--- src/rtl/spi_regbank_burst.sv ---
`default_nettype none
// ============================================================================
// Module   : spi_regbank_burst
// Brief    : SPI slave register bank with per-transaction SPI mode, burst
//            access with address auto-increment, write strobe and a sticky
//            access-error flag. All SPI inputs are already synchronous to clk.
// Revision : 1.0 - initial release
// ============================================================================
module spi_regbank_burst #(
    parameter int NUM_CFG    = 8,
    parameter int NUM_STATUS = 8,
    parameter int REG_WIDTH  = 8
) (
    input  logic                            clk,
    input  logic                            rstb,
    input  logic                            ena,
    input  logic [1:0]                      mode,
    input  logic                            spi_cs_n,
    input  logic                            spi_clk,
    input  logic                            spi_mosi,
    output logic                            spi_miso,
    output logic [NUM_CFG*REG_WIDTH-1:0]    config_regs,
    input  logic [NUM_STATUS*REG_WIDTH-1:0] status_regs,
    output logic                            wr_pulse,
    output logic [6:0]                      wr_addr,
    output logic                            err
);

    localparam int                 c_cnt_w     = $clog2(REG_WIDTH);
    localparam logic [c_cnt_w-1:0] c_cmd_last  = c_cnt_w'(7);
    localparam logic [c_cnt_w-1:0] c_word_last = c_cnt_w'(REG_WIDTH - 1);
    localparam logic [c_cnt_w-1:0] c_cnt_one   = c_cnt_w'(1);
    localparam logic [7:0]         c_cfg_end   = 8'(NUM_CFG);
    localparam logic [7:0]         c_map_end   = 8'(NUM_CFG + NUM_STATUS);

    localparam logic [1:0] c_st_idle = 2'd0;
    localparam logic [1:0] c_st_cmd  = 2'd1;
    localparam logic [1:0] c_st_data = 2'd2;

    // ------------------------------------------------------------------
    // State
    // ------------------------------------------------------------------
    logic [1:0]           state_q,     state_d;
    logic                 cs_n_dly_q,  cs_n_dly_d;
    logic                 sclk_dly_q,  sclk_dly_d;
    logic                 cpol_q,      cpol_d;
    logic                 cpha_q,      cpha_d;
    logic [c_cnt_w-1:0]   bit_cnt_q,   bit_cnt_d;
    logic [6:0]           cmd_q,       cmd_d;
    logic [REG_WIDTH-2:0] rx_q,        rx_d;
    logic [REG_WIDTH-1:0] tx_q,        tx_d;
    logic                 is_wr_q,     is_wr_d;
    logic [6:0]           addr_q,      addr_d;
    logic [REG_WIDTH-1:0] cfg_q [NUM_CFG];
    logic [REG_WIDTH-1:0] cfg_d [NUM_CFG];
    logic                 miso_q,      miso_d;
    logic                 wr_pulse_q,  wr_pulse_d;
    logic [6:0]           wr_addr_q,   wr_addr_d;
    logic                 err_q,       err_d;

    // ------------------------------------------------------------------
    // Combinational helpers
    // ------------------------------------------------------------------
    logic                 w_rise, w_fall, w_lead, w_trail;
    logic                 w_sample, w_drive;
    logic                 w_cs_fall, w_cs_rise;
    logic [7:0]           w_cmd_word;
    logic [REG_WIDTH-1:0] w_word;
    logic [6:0]           w_addr_inc;
    logic                 w_wr_cfg;
    logic [6:0]           w_fetch_addr;
    logic [REG_WIDTH-1:0] w_fetch_data;
    logic                 w_fetch_unmapped;

    // Edge classification: leading/trailing depend on the mode latched at CS fall
    always_comb begin
        w_rise     = spi_clk & ~sclk_dly_q;
        w_fall     = ~spi_clk & sclk_dly_q;
        w_lead     = cpol_q ? w_fall : w_rise;
        w_trail    = cpol_q ? w_rise : w_fall;
        w_sample   = cpha_q ? w_trail : w_lead;
        w_drive    = cpha_q ? w_lead : w_trail;
        w_cs_fall  = cs_n_dly_q & ~spi_cs_n;
        w_cs_rise  = ~cs_n_dly_q & spi_cs_n;
        w_cmd_word = {cmd_q, spi_mosi};
        w_word     = {rx_q, spi_mosi};
        w_addr_inc = addr_q + 7'd1;
        w_wr_cfg   = ({1'b0, addr_q} < c_cfg_end);
    end

    // Read fetch: command address on the first word, next address on later words
    always_comb begin
        w_fetch_addr = (state_q == c_st_cmd) ? w_cmd_word[6:0] : w_addr_inc;
        w_fetch_data = '0;
        for (int i = 0; i < NUM_CFG; i++) begin
            if (w_fetch_addr == 7'(i)) begin
                w_fetch_data = cfg_q[i];
            end
        end
        for (int i = 0; i < NUM_STATUS; i++) begin
            if ({1'b0, w_fetch_addr} == 8'(NUM_CFG + i)) begin
                w_fetch_data = status_regs[i*REG_WIDTH +: REG_WIDTH];
            end
        end
        w_fetch_unmapped = ({1'b0, w_fetch_addr} >= c_map_end);
    end

    // Next-state logic: CS edges take priority over any SPI clock edge
    always_comb begin
        state_d    = state_q;
        cs_n_dly_d = spi_cs_n;
        sclk_dly_d = spi_clk;
        cpol_d     = cpol_q;
        cpha_d     = cpha_q;
        bit_cnt_d  = bit_cnt_q;
        cmd_d      = cmd_q;
        rx_d       = rx_q;
        tx_d       = tx_q;
        is_wr_d    = is_wr_q;
        addr_d     = addr_q;
        cfg_d      = cfg_q;
        miso_d     = miso_q;
        wr_pulse_d = 1'b0;
        wr_addr_d  = wr_addr_q;
        err_d      = err_q;

        if (!ena) begin
            cs_n_dly_d = cs_n_dly_q;
            sclk_dly_d = sclk_dly_q;
            wr_pulse_d = wr_pulse_q;
        end else if (w_cs_rise) begin
            // Any partially shifted word is simply abandoned here
            state_d   = c_st_idle;
            bit_cnt_d = '0;
            miso_d    = 1'b0;
        end else if (w_cs_fall) begin
            state_d   = c_st_cmd;
            cpol_d    = mode[1];
            cpha_d    = mode[0];
            bit_cnt_d = '0;
            tx_d      = '0;
            miso_d    = 1'b0;
            err_d     = 1'b0;
        end else begin
            case (state_q)
                c_st_cmd: begin
                    if (w_sample) begin
                        cmd_d = w_cmd_word[6:0];
                        if (bit_cnt_q == c_cmd_last) begin
                            state_d   = c_st_data;
                            bit_cnt_d = '0;
                            addr_d    = w_cmd_word[6:0];
                            is_wr_d   = w_cmd_word[7];
                            if (w_cmd_word[7]) begin
                                tx_d = '0;
                            end else begin
                                tx_d = w_fetch_data;
                                if (w_fetch_unmapped) begin
                                    err_d = 1'b1;
                                end
                            end
                        end else begin
                            bit_cnt_d = bit_cnt_q + c_cnt_one;
                        end
                    end
                end
                c_st_data: begin
                    if (w_drive) begin
                        miso_d = tx_q[REG_WIDTH-1];
                        tx_d   = {tx_q[REG_WIDTH-2:0], 1'b0};
                    end
                    if (w_sample) begin
                        rx_d = w_word[REG_WIDTH-2:0];
                        if (bit_cnt_q == c_word_last) begin
                            bit_cnt_d = '0;
                            addr_d    = w_addr_inc;
                            if (is_wr_q) begin
                                if (w_wr_cfg) begin
                                    for (int i = 0; i < NUM_CFG; i++) begin
                                        if (addr_q == 7'(i)) begin
                                            cfg_d[i] = w_word;
                                        end
                                    end
                                    wr_pulse_d = 1'b1;
                                    wr_addr_d  = addr_q;
                                end else begin
                                    err_d = 1'b1;
                                end
                            end else begin
                                // Next word is ready well before the next drive edge
                                tx_d = w_fetch_data;
                                if (w_fetch_unmapped) begin
                                    err_d = 1'b1;
                                end
                            end
                        end else begin
                            bit_cnt_d = bit_cnt_q + c_cnt_one;
                        end
                    end
                end
                default: begin
                    state_d = c_st_idle;
                end
            endcase
        end
    end

    // State registers; CS history resets low so a CS held low through reset is not a new frame
    always_ff @(posedge clk or negedge rstb) begin
        if (!rstb) begin
            state_q    <= c_st_idle;
            cs_n_dly_q <= 1'b0;
            sclk_dly_q <= 1'b0;
            cpol_q     <= 1'b0;
            cpha_q     <= 1'b0;
            bit_cnt_q  <= '0;
            cmd_q      <= '0;
            rx_q       <= '0;
            tx_q       <= '0;
            is_wr_q    <= 1'b0;
            addr_q     <= '0;
            cfg_q      <= '{default: '0};
            miso_q     <= 1'b0;
            wr_pulse_q <= 1'b0;
            wr_addr_q  <= '0;
            err_q      <= 1'b0;
        end else begin
            state_q    <= state_d;
            cs_n_dly_q <= cs_n_dly_d;
            sclk_dly_q <= sclk_dly_d;
            cpol_q     <= cpol_d;
            cpha_q     <= cpha_d;
            bit_cnt_q  <= bit_cnt_d;
            cmd_q      <= cmd_d;
            rx_q       <= rx_d;
            tx_q       <= tx_d;
            is_wr_q    <= is_wr_d;
            addr_q     <= addr_d;
            cfg_q      <= cfg_d;
            miso_q     <= miso_d;
            wr_pulse_q <= wr_pulse_d;
            wr_addr_q  <= wr_addr_d;
            err_q      <= err_d;
        end
    end

    // Pack config registers onto the flat output bus
    generate
        for (genvar n = 0; n < NUM_CFG; n++) begin : g_cfg_pack
            assign config_regs[n*REG_WIDTH +: REG_WIDTH] = cfg_q[n];
        end
    endgenerate

    assign spi_miso = miso_q;
    assign wr_pulse = wr_pulse_q;
    assign wr_addr  = wr_addr_q;
    assign err      = err_q;

endmodule
`default_nettype wire

--- config.mk ---
export PLATFORM = sky130hd
export DESIGN_NAME = spi_regbank_burst
export DESIGN_NICKNAME = d
export VERILOG_FILES = /design/src/rtl/spi_regbank_burst.sv
export SDC_FILE = /design/constraint.sdc
export NUM_CORES = 1
export LEC_CHECK = 0
export BUFFER_PORTS_ARGS = -buffer_cell sky130_fd_sc_hd__buf_4
export CAP_MARGIN = 25
export CORE_MARGIN = 5
export CORE_UTILIZATION = 50
export CTS_CLUSTER_DIAMETER = 80
export DETAILED_ROUTE_END_ITERATION = 10
export HOLD_SLACK_MARGIN = 0.06
export PLACE_DENSITY_LB_ADDON = 0.05
export SLEW_MARGIN = 25
export SYNTH_ARGS = -nofsm -noshare
export SYNTH_HDL_FRONTEND = slang
export SYNTH_SLANG_ARGS = --single-unit
export TNS_END_PERCENT = 5
--- constraint.sdc ---
create_clock -name clk -period 8.3 [get_ports clk]
set_input_delay 1.66 -clock clk [delete_from_list [all_inputs] [get_ports clk]]
set_output_delay 1.66 -clock clk [all_outputs]
set_load 0.005 [all_outputs]
# After elaboration in Yosys (flattened, before gate mapping)
# Cells that the tools add are included.
classes:
  muxes: 66
  bitwise: 10
  n_lt_le_gt_ge: 2
  add_sub_neg: 2
  eq_ne: 38
  n_reduce_logical: 28
op_table:
  columns: ["operator", "n"]
  rows:
  - ["2-to-1 mux 8 bit", 24]
  - ["AND reduction 9 bit", 9]
  - ["== test 7 x 3 -> 1 bit, second input constant", 8]
  - ["== test 7 x 4 -> 1 bit, second input constant", 8]
  - ["2-to-1 mux 7 bit", 5]
  - ["== test 7 x 2 -> 1 bit, second input constant", 4]
  - ["2-to-1 mux 1 bit", 24]
  - ["one-hot mux 8 bit (2 select lines)", 1]
  - ["AND reduction 8 bit", 2]
  - ["2-to-1 mux 3 bit", 5]
  - ["inequality test 3 bit, second input constant", 5]
  - ["AND reduction 5 bit", 3]
  - ["nonzero test 3 bit", 5]
  - ["== test 7 x 1 -> 1 bit, second input constant", 2]
  - ["zero test 7 bit", 2]
  - ["one-hot mux 7 bit (2 select lines)", 1]
  - ["AND reduction 3 bit", 3]
  - ["2-to-1 mux 2 bit", 4]
  - ["inequality test 4 bit, second input constant", 2]
  - ["adder 7 x 1 -> 7 bit, second input constant", 1]
  - [">= comparator 7 x 5 -> 1 bit, second input constant", 1]
  - ["< comparator 7 x 4 -> 1 bit, second input constant", 1]
  - ["inequality test 2 bit, second input constant", 3]
  - ["inverter 1 bit", 6]
  - ["other kinds (14)", 17]
word_totals:
  elab_cells: 169
  output_inout_bits: 74
  input_bits: 72
  reg_bits: 113

# Logic depth before layout (Yosys ltp)
# Gate-level depths: netlist of run 1.
depth:
  ltp_word: 24
  ltp_mapped: 13
  mapped_depth_nobuf: 9

# Least setup slack after synthesis of run 1
# No wires, ideal clock.
synth_timing:
  path_type: "input to register"
  startpoint: "input spi_mosi"
  endpoint: "register tx_q[7]"
  t_required_ps: 8156
  stages: 10
  setup_time_ps: 144
  setup_slack_ps: 4905
  arrival_ps: 3250
  path_buffers: 3
  path_cell_list: "and2_1 -> clkbuf_1 -> nor2_2 -> buf_2 -> buf_2 -> nand3_1 -> nand3_1 -> o21ai_0 -> a222oi_1 -> o41ai_1"
synth_between:
  elab_chain_cells: 23
  word_cells_on_any_way: 41
  classes_between: "15 x eq/ne; 25 x mux; 1 x reduce/logical"
synth_lines:
  columns: ["item", "line_no", "text"]
  rows:
  - ["start: declaration", "20", "input logic spi_mosi,"]
  - ["2-to-1 mux 7 bit *", "93", "w_fetch_addr = (state_q == c_st_cmd) ? w_cmd_word[6:0] : w_addr_inc;"]
  - ["zero test 7 bit", "96", "if (w_fetch_addr == 7'(i)) begin"]
  - ["2-to-1 mux 8 bit (8 in a row)", "96", null]
  - ["2-to-1 mux 8 bit (7 in a row)", "101", "if ({1'b0, w_fetch_addr} == 8'(NUM_CFG + i)) begin"]
  - ["2-to-1 mux 8 bit *", "101", null]
  - ["2-to-1 mux 8 bit (on tied branches)", "177, 154", null]
  - ["2-to-1 mux 8 bit (on tied branches)", "174, 149", null]
  - ["2-to-1 mux 8 bit (on tied branches)", "172, 147", null]
  - ["one-hot mux 8 bit (2 select lines) *", "145", "case (state_q)"]
  - ["2-to-1 mux 8 bit *", "136", "end else if (w_cs_fall) begin"]
  - ["end signal: assignment", "236", "tx_q <= tx_d;"]
  - ["end: declaration", "51", "logic [REG_WIDTH-1:0] tx_q, tx_d;"]
# Every way passes the cells marked *; elsewhere a longest branch is shown, timed or not. The select of a mux whose other input is x is not followed.
# A chain may end at the register's enable or synchronous reset.

# Final worst setup path of run 1
layout_timing:
  startpoint: "input spi_mosi"
  endpoint: "register tx_q[1]"
# Same word-level chain as after synthesis.

==> results.yml, run 1 <==
critical_path:
  cp-end-kind: "flop"
  critical_path_required_ns: 8.59
  critPathKind: "input pin to flop"
  cp.arrival_ns: 3.94
  regToRegSetupSlack_ns: 4.99
  cp_max_fo: 17
  cp-start-kind: "input pin"
global_routing:
  antenna_found_initial: 0
  grt.met1_usage_pct: 36.88
  grtUsageMet2_pct: 45.41
  grt-ovfl-total: 0
  busiest_layer: "met2"
  grt_max_degree: 71
  use_met3_pct: 4.776
  grt_pass1_vias: 6168
  grt_use_total_pct: 27.57
  grt_pass1_wl_mm: 34.38
sta:
  max_slew_margin_pct: 41.80
  fin_crit_ns: 3.649
  worst_pin_slew_ns: 0.8618
  tns_ns: 0
  maxSlewViolCount: 0
  setup_viol: 0
  fin_crit_sh_pct: 43.96
  fmax_mhz: 274.1
  fin_skew_ns: 0.009333
  setup_slack_ns: 4.651
  hold_viol_final: 0
  rsz0062_at_grt: "false"
route:
  num_vias: 6142
  wl_mm: 21.76
  post-route-drc-count: 0
  via_per_inst: 6.173
  wire_per_inst_um: 21.87
  drt_iter0_markers: 591
  ant_nets: 0
  dr.pass1.iters: 5
cells_and_area:
  diodes: 0
  regArea_mm2: 0.002828
  drive_gt1_share_pct: 35.04
  fillers: 1108
  layout.nets: 888
  instances_no_fill: 995
  layout_common_cells: "buf_4 (153), dfrtp_1 (113), nand2_1 (91)"
  area_delta_synth_final_pct: 26.29
  final_common_cell: "buf_4"
  multiInputGateArea_mm2: 0.003608
synthesis:
  synth_warnings: 0
  synth_area_mm2: 0.006681
  synth_simple_gate_area_share_pct: 16.69
  synth_compound_area_share_pct: 16.31
  synthesis.nets: 762
  syn_inst: 680
  async_flop_share_pct: 100.0
  ys_seq_elements: 113
  yosys.area_share.adder_pct: 1.873
  synthMuxAreaShare_pct: 18.30
  ys_seq_area_share_pct: 42.32
  synth_edf_count: 0
  synthXorXnorAreaFrac_pct: 0.6554
  synthFlopType: "dfrtp_1"
  synth_cell_type_count: 69
  synth_top_family_by_area: "multiplexers"
  synth.avg_cell_area_um2: 9.826
clock_network:
  cts-root-buf: "clkbuf_16"
  cts_max_level: 4
  clk_latency_ns: 0.41
  cts_num_sinks: 113
  postCtsResizedCells: 0
  clk_pin_slew_ns: 0.06
  cts_tree: "built"
  hold_buffers: 0
  cts_setup_buffers: 0
  cts_inserted_buffers: 17
  clk_path_buf_depth: 2
floorplanning:
  die_y_um: 125.6
  fp.dieW_um: 125.6
  rows: 42
  num_io_pins: 146
  core_area_mm2: 0.01319
  initial_core_util_pct: 50.65
  die_area_mm2: 0.01577
pwr:
  power_leakage_uw: 0.004019
  peakVddDrop_uv: 150.1
  pwr_density_cell_mw_per_mm2: 197.6
flow_run:
  maxCapViolCount: 0
place:
  gp_congestion: 0.9719
  dp_cells: 963
  preCtsSetupSlack_ns: 4.261
  port_buffers: 145
  dp_hpwl_mm: 15.68
outcome:
  outcome: "finished, final reports clean"
min_path:
  hold_path_class: "flop to flop"
==> routing by layer <==
metal	wire length, µm	vias up	share of wire (%)
li1	-	2768	-
met1	9174	3067	42
met2	10860	264	50
met3	1223	43	5.6
met4	505	0	2.3
met5	0	-	0
==> flip-flops by register name (all words and copies together) (netlist names) <==
name and count:
cpol_q 1, cmd_q 7, state_q 2, tx_q 8, cpha_q 1, err 1, rx_q 7, is_wr_q 1
sclk_dly_q 1, cs_n_dly_q 1, wr_pulse 1, spi_miso 1, addr_q 7, config_regs 64, wr_addr 7, bit_cnt_q 3
==> logic make-up after synthesis <==
| group | after synthesis |
|---|---|
| flip-flops | 113 |
| XOR/XNOR | 5 |
| adder cells (fa/ha/maj) | 10 |
| AO/OA/AOI/OAI | 159 |
| AND/OR/NAND/NOR | 230 |
| multiplexers | 103 |
| buffers and inverters | 60 |
==> cell usage after synthesis, types with 6 or more instances <==
cell type  instances  area share [%]
dfrtp_1          113              42
nand2_1           91             5.1
mux2_2            78              13
nor2_1            34             1.9
o21ai_0           31             2.3
nand3_1           30             2.2
a21oi_1           26             1.9
clkbuf_1          23             1.3
nor3_1            16             1.2
inv_1             14            0.79
a31oi_1           12             1.1
mux2i_1           12             1.8
buf_2             11            0.82
o22a_1            11             1.4
and2_1            10            0.94
ha_1              10             1.9
o22ai_1           10            0.94
buf_1              9            0.51
and3_1             8            0.75
mux2_4             8             1.8
o21a_1             8            0.90
a311oi_1           6            0.79
==> power by group <==
group          total, µW  internal (µW)  switching, µW
combinational        349            132            217
sequential           600            569           31.8
clock                718            451            268
total               1670           1150            516
==> worst max-delay path, cell delays in order <==
cell and delay, ns:
buf_4 0.20, nand2_1 0.25, nand2_1 0.45, mux4_2 0.56, mux2_2 0.33, a32o_1 0.22
o211ai_1 0.16, nand3_1 0.09
==> layout make-up <==
type | instances | area share [%]
flip-flops and latches | 113 | 33.51
clock buffers | 20 | 5.294
clock inverters | 12 | 1.587
well taps | 176 | 2.610
multi-input cells | 507 | 42.76
repair buffers | 153 | 13.61
inverters | 14 | 0.6228
==> stage by stage <==
step	instance area, µm²	hold slack [ns]	utilization (%)	power [µW]
floorplan	6681	0.4632	-	830.4
global placement	7858	0.4697	59.57	946.5
detailed placement	7858	0.4773	59.57	950.5
CTS	8438	0.4893	63.97	1664
global route	8438	0.5130	63.97	1732
finish	8438	0.4889	63.97	1668
==> worst paths after layout <==
check,startpoint,to,depth (start not counted)
min in group asynchronous,rstb,cmd_q[4]$_DFFE_PN0P_,1
worst max register to register,addr_q[0]$_DFFE_PN0P_,tx_q[4]$_DFFE_PN0P_,10
max in group asynchronous,rstb,config_regs[26]$_DFFE_PN0P_,2
worst max-delay path,spi_mosi,tx_q[1]$_DFFE_PN0P_,8
worst min-delay path,wr_addr[4]$_DFFE_PN0P_,wr_addr[4]$_DFFE_PN0P_,1
worst min register to register,wr_addr[4]$_DFFE_PN0P_,wr_addr[4]$_DFFE_PN0P_,1
(Power assumes the default switching activity.)
==> inputs of run 2 (changes only) <==
ABC_AREA = 1   (was unset)
clock period = 3.1 ns   (was 8.3 ns; I/O delays follow)
==> results.yml, run 2 <==
outcome:
  outcome: "finished, violations left"
  failed_checks: "DRC"
place:
  gp_congestion: 0.8776
  port_buffers: 145
  dp_hpwl_mm: 14.82
  dp_cells: 1201
cells_and_area:
  drive_gt1_share_pct: 23.56
  largest_reg_flops: 64
  final_common_cell: "nand2_1"
  layout.nets: 1130
  area_delta_synth_final_pct: 29.10
  instances_no_fill: 1233
  final_core_util_pct: 66.62
  layout_common_cells: "nand2_1 (234), buf_4 (164), inv_1 (128)"
  diodes: 0
  fillers: 1177
global_routing:
  antenna_found_initial: 0
  grt_max_degree: 51
  grt-ovfl-total: 0
  grt_use_total_pct: 25.95
  grt_pass1_wl_mm: 32.63
  grt_pass1_vias: 6373
sta:
  hold_viol_final: 0
  fin_crit_ns: 2.811
  setup_viol: 0
  timing.hold.ws_ns: 0.2475
  rsz0062_at_grt: "false"
  tns_ns: 0
  fin_crit_sh_pct: 90.69
  fmax_mhz: 355.7
  maxSlewViolCount: 0
  worst_pin_slew_ns: 0.6941
  fin_skew_ns: 0.008332
  max_slew_margin_pct: 53.73
clock_network:
  clk_latency_ns: 0.42
  cts_tree: "built"
  cts_inserted_buffers: 17
  clk_pin_slew_ns: 0.06
  clk_path_buf_depth: 2
  cts_num_sinks: 113
  cts_max_level: 4
  cts-root-buf: "clkbuf_16"
floorplanning:
  rows: 41
  initial_core_util_pct: 51.60
  num_io_pins: 146
  die_y_um: 124.6
  die_area_mm2: 0.01552
  fp.dieW_um: 124.6
  core_area_mm2: 0.01272
critical_path:
  critPathKind: "flop to flop"
  critical_path_required_ns: 3.41
  worstRegToRegCells: 22
  cp-start-kind: "flop"
  regToRegSetupSlack_ns: 0.29
  reg2reg_from: "addr_q[0]$_DFFE_PN0P_"
  r2r-end: "tx_q[2]$_DFFE_PN0P_"
  cp.arrival_ns: 3.12
  cp-end-kind: "flop"
  cp_max_fo: 36
min_path:
  hold_path_class: "input pin to async pin"
synthesis:
  yosysMostFrequentCell: "nand2_1"
  ys_seq_elements: 113
  synth_cell_type_count: 44
  async_flop_share_pct: 100.0
  synthTopCellsByCount: "nand2_1 (234), inv_1 (129), dfrtp_1 (113)"
  synth_warnings: 0
  synth.avg_cell_area_um2: 7.410
  synth_edf_count: 0
  synth.area.top_cells: "dfrtp_1 (43%), nand2_1 (13%), inv_1 (7.4%)"
  synth.largest_area_cell: "dfrtp_1"
  netlist.area_leader.share_pct: 43.07
  syn_inst: 886
  ys_seq_area_share_pct: 43.07
  synthFlopType: "dfrtp_1"
  synth_area_mm2: 0.006565
  synthesis.nets: 968
route:
  wire_per_inst_um: 15.94
  wl_mm: 19.65
  post-route-drc-count: 2
  via_per_inst: 5.191
  dr.pass1.iters: 10
  drt_iter0_markers: 534
  num_vias: 6400
  ant_nets: 0
pwr:
  power_leakage_uw: 0.004322
  peakVddDrop_uv: 421.1
  pwr_density_cell_mw_per_mm2: 567.9
flow_run:
  maxCapViolCount: 0
run 2: changes by cell type after synthesis, moves of 10 or more:
cell      delta
mux2_2      -77
nor3_1      -12
inv_1      +115
clkbuf_1    -10
o22a_1      -11
nand2_1    +143
nand4_1     +22
nand3_1     +40
o21ai_0     +58
nor2_1      +34
and2_1      -10
run 2: layer usage:
layer / routed length, µm / global-route usage, % / share of wire (%) / vias to the layer above
met5: 0 / 0 / 0 / -
met4: 522 / 10.06 / 2.7 / 0
met3: 829 / 4.417 / 4.2 / 41
met2: 9859 / 44.12 / 50 / 172
met1: 8442 / 33.01 / 43 / 3021
li1: - / - / - / 3166
run 2: power breakdown:
part	leakage (µW)	internal, µW	switching, µW
Combinational	0.00259	432	810
Sequential	0.00148	1610	119
Clock	0.000255	1120	722
Total	0.00432	3160	1650
run 2: how the worst max path moves through the flow:
stage	start	to	slack [ns]	depth (start not counted)
floorplan	spi_cs_n	config_regs[32]$_DFFE_PN0P_	0.60	10
global placement	addr_q[0]$_DFFE_PN0P_	tx_q[0]$_DFFE_PN0P_	0.22	17
detailed placement	addr_q[0]$_DFFE_PN0P_	tx_q[0]$_DFFE_PN0P_	0.18	17
CTS	addr_q[1]$_DFFE_PN0P_	tx_q[0]$_DFFE_PN0P_	0.15	17
global route	addr_q[0]$_DFFE_PN0P_	tx_q[7]$_DFFE_PN0P_	0.02	20
finish	addr_q[0]$_DFFE_PN0P_	tx_q[2]$_DFFE_PN0P_	0.29	22
run 2: cell type report:
cell class / count / area, µm² / area share (%)
clock buffer: 20 / 446.7 / 5.270
clock inverter: 12 / 111.4 / 1.314
inverter: 137 / 514.2 / 6.067
multi-input combinational: 614 / 3107 / 36.65
sequential: 113 / 2830 / 33.39
tap: 172 / 215.2 / 2.539
timing repair buffer: 165 / 1251 / 14.76
run 2: metrics by stage:
step	power (µW)	instance area [µm²]	setup WS (ns)
floorplan	2590	6565	0.5994
global placement	2957	7908	0.2235
detailed placement	2969	7908	0.1752
CTS	4826	8466	0.1462
global route	5085	8476	0.01653
finish	4813	8476	0.2887
run 2: what timing repair did:
| item | 4_1_cts | 5_1_grt |
|---|---|---|
| gates resized for setup | 0 | 6 |
| setup buffers | 0 | 0 |
| endpoints found under the setup margin | 0 | 7 |
| hold buffers | 0 | 0 |
run 2: logic make-up after synthesis:
family	synth area share [%]
buf+inv	9.720
compound gates	10.65
mux	2.611
flops	43.07
simple gates	32.04
fa+ha+maj	1.906
run 2: critical path, cell delays in order (launching register included):
cell and delay, ns:
dfrtp_2 0.44, ha_2 0.25, nand2_2 0.08, nor2_2 0.14
nand3_1 0.08, nand2_1 0.10, inv_2 0.05, nand2_4 0.08
nand2_8 0.16, nand2_2 0.24, nand2_1 0.08, inv_1 0.06
nand4_1 0.12, nand2_1 0.11, nand3_1 0.08, nor2_1 0.11
nand4_1 0.09, nand2_1 0.08, nand2_1 0.08, nand3_1 0.07
nand2_1 0.06, nand3_1 0.08, nand2_1 0.05
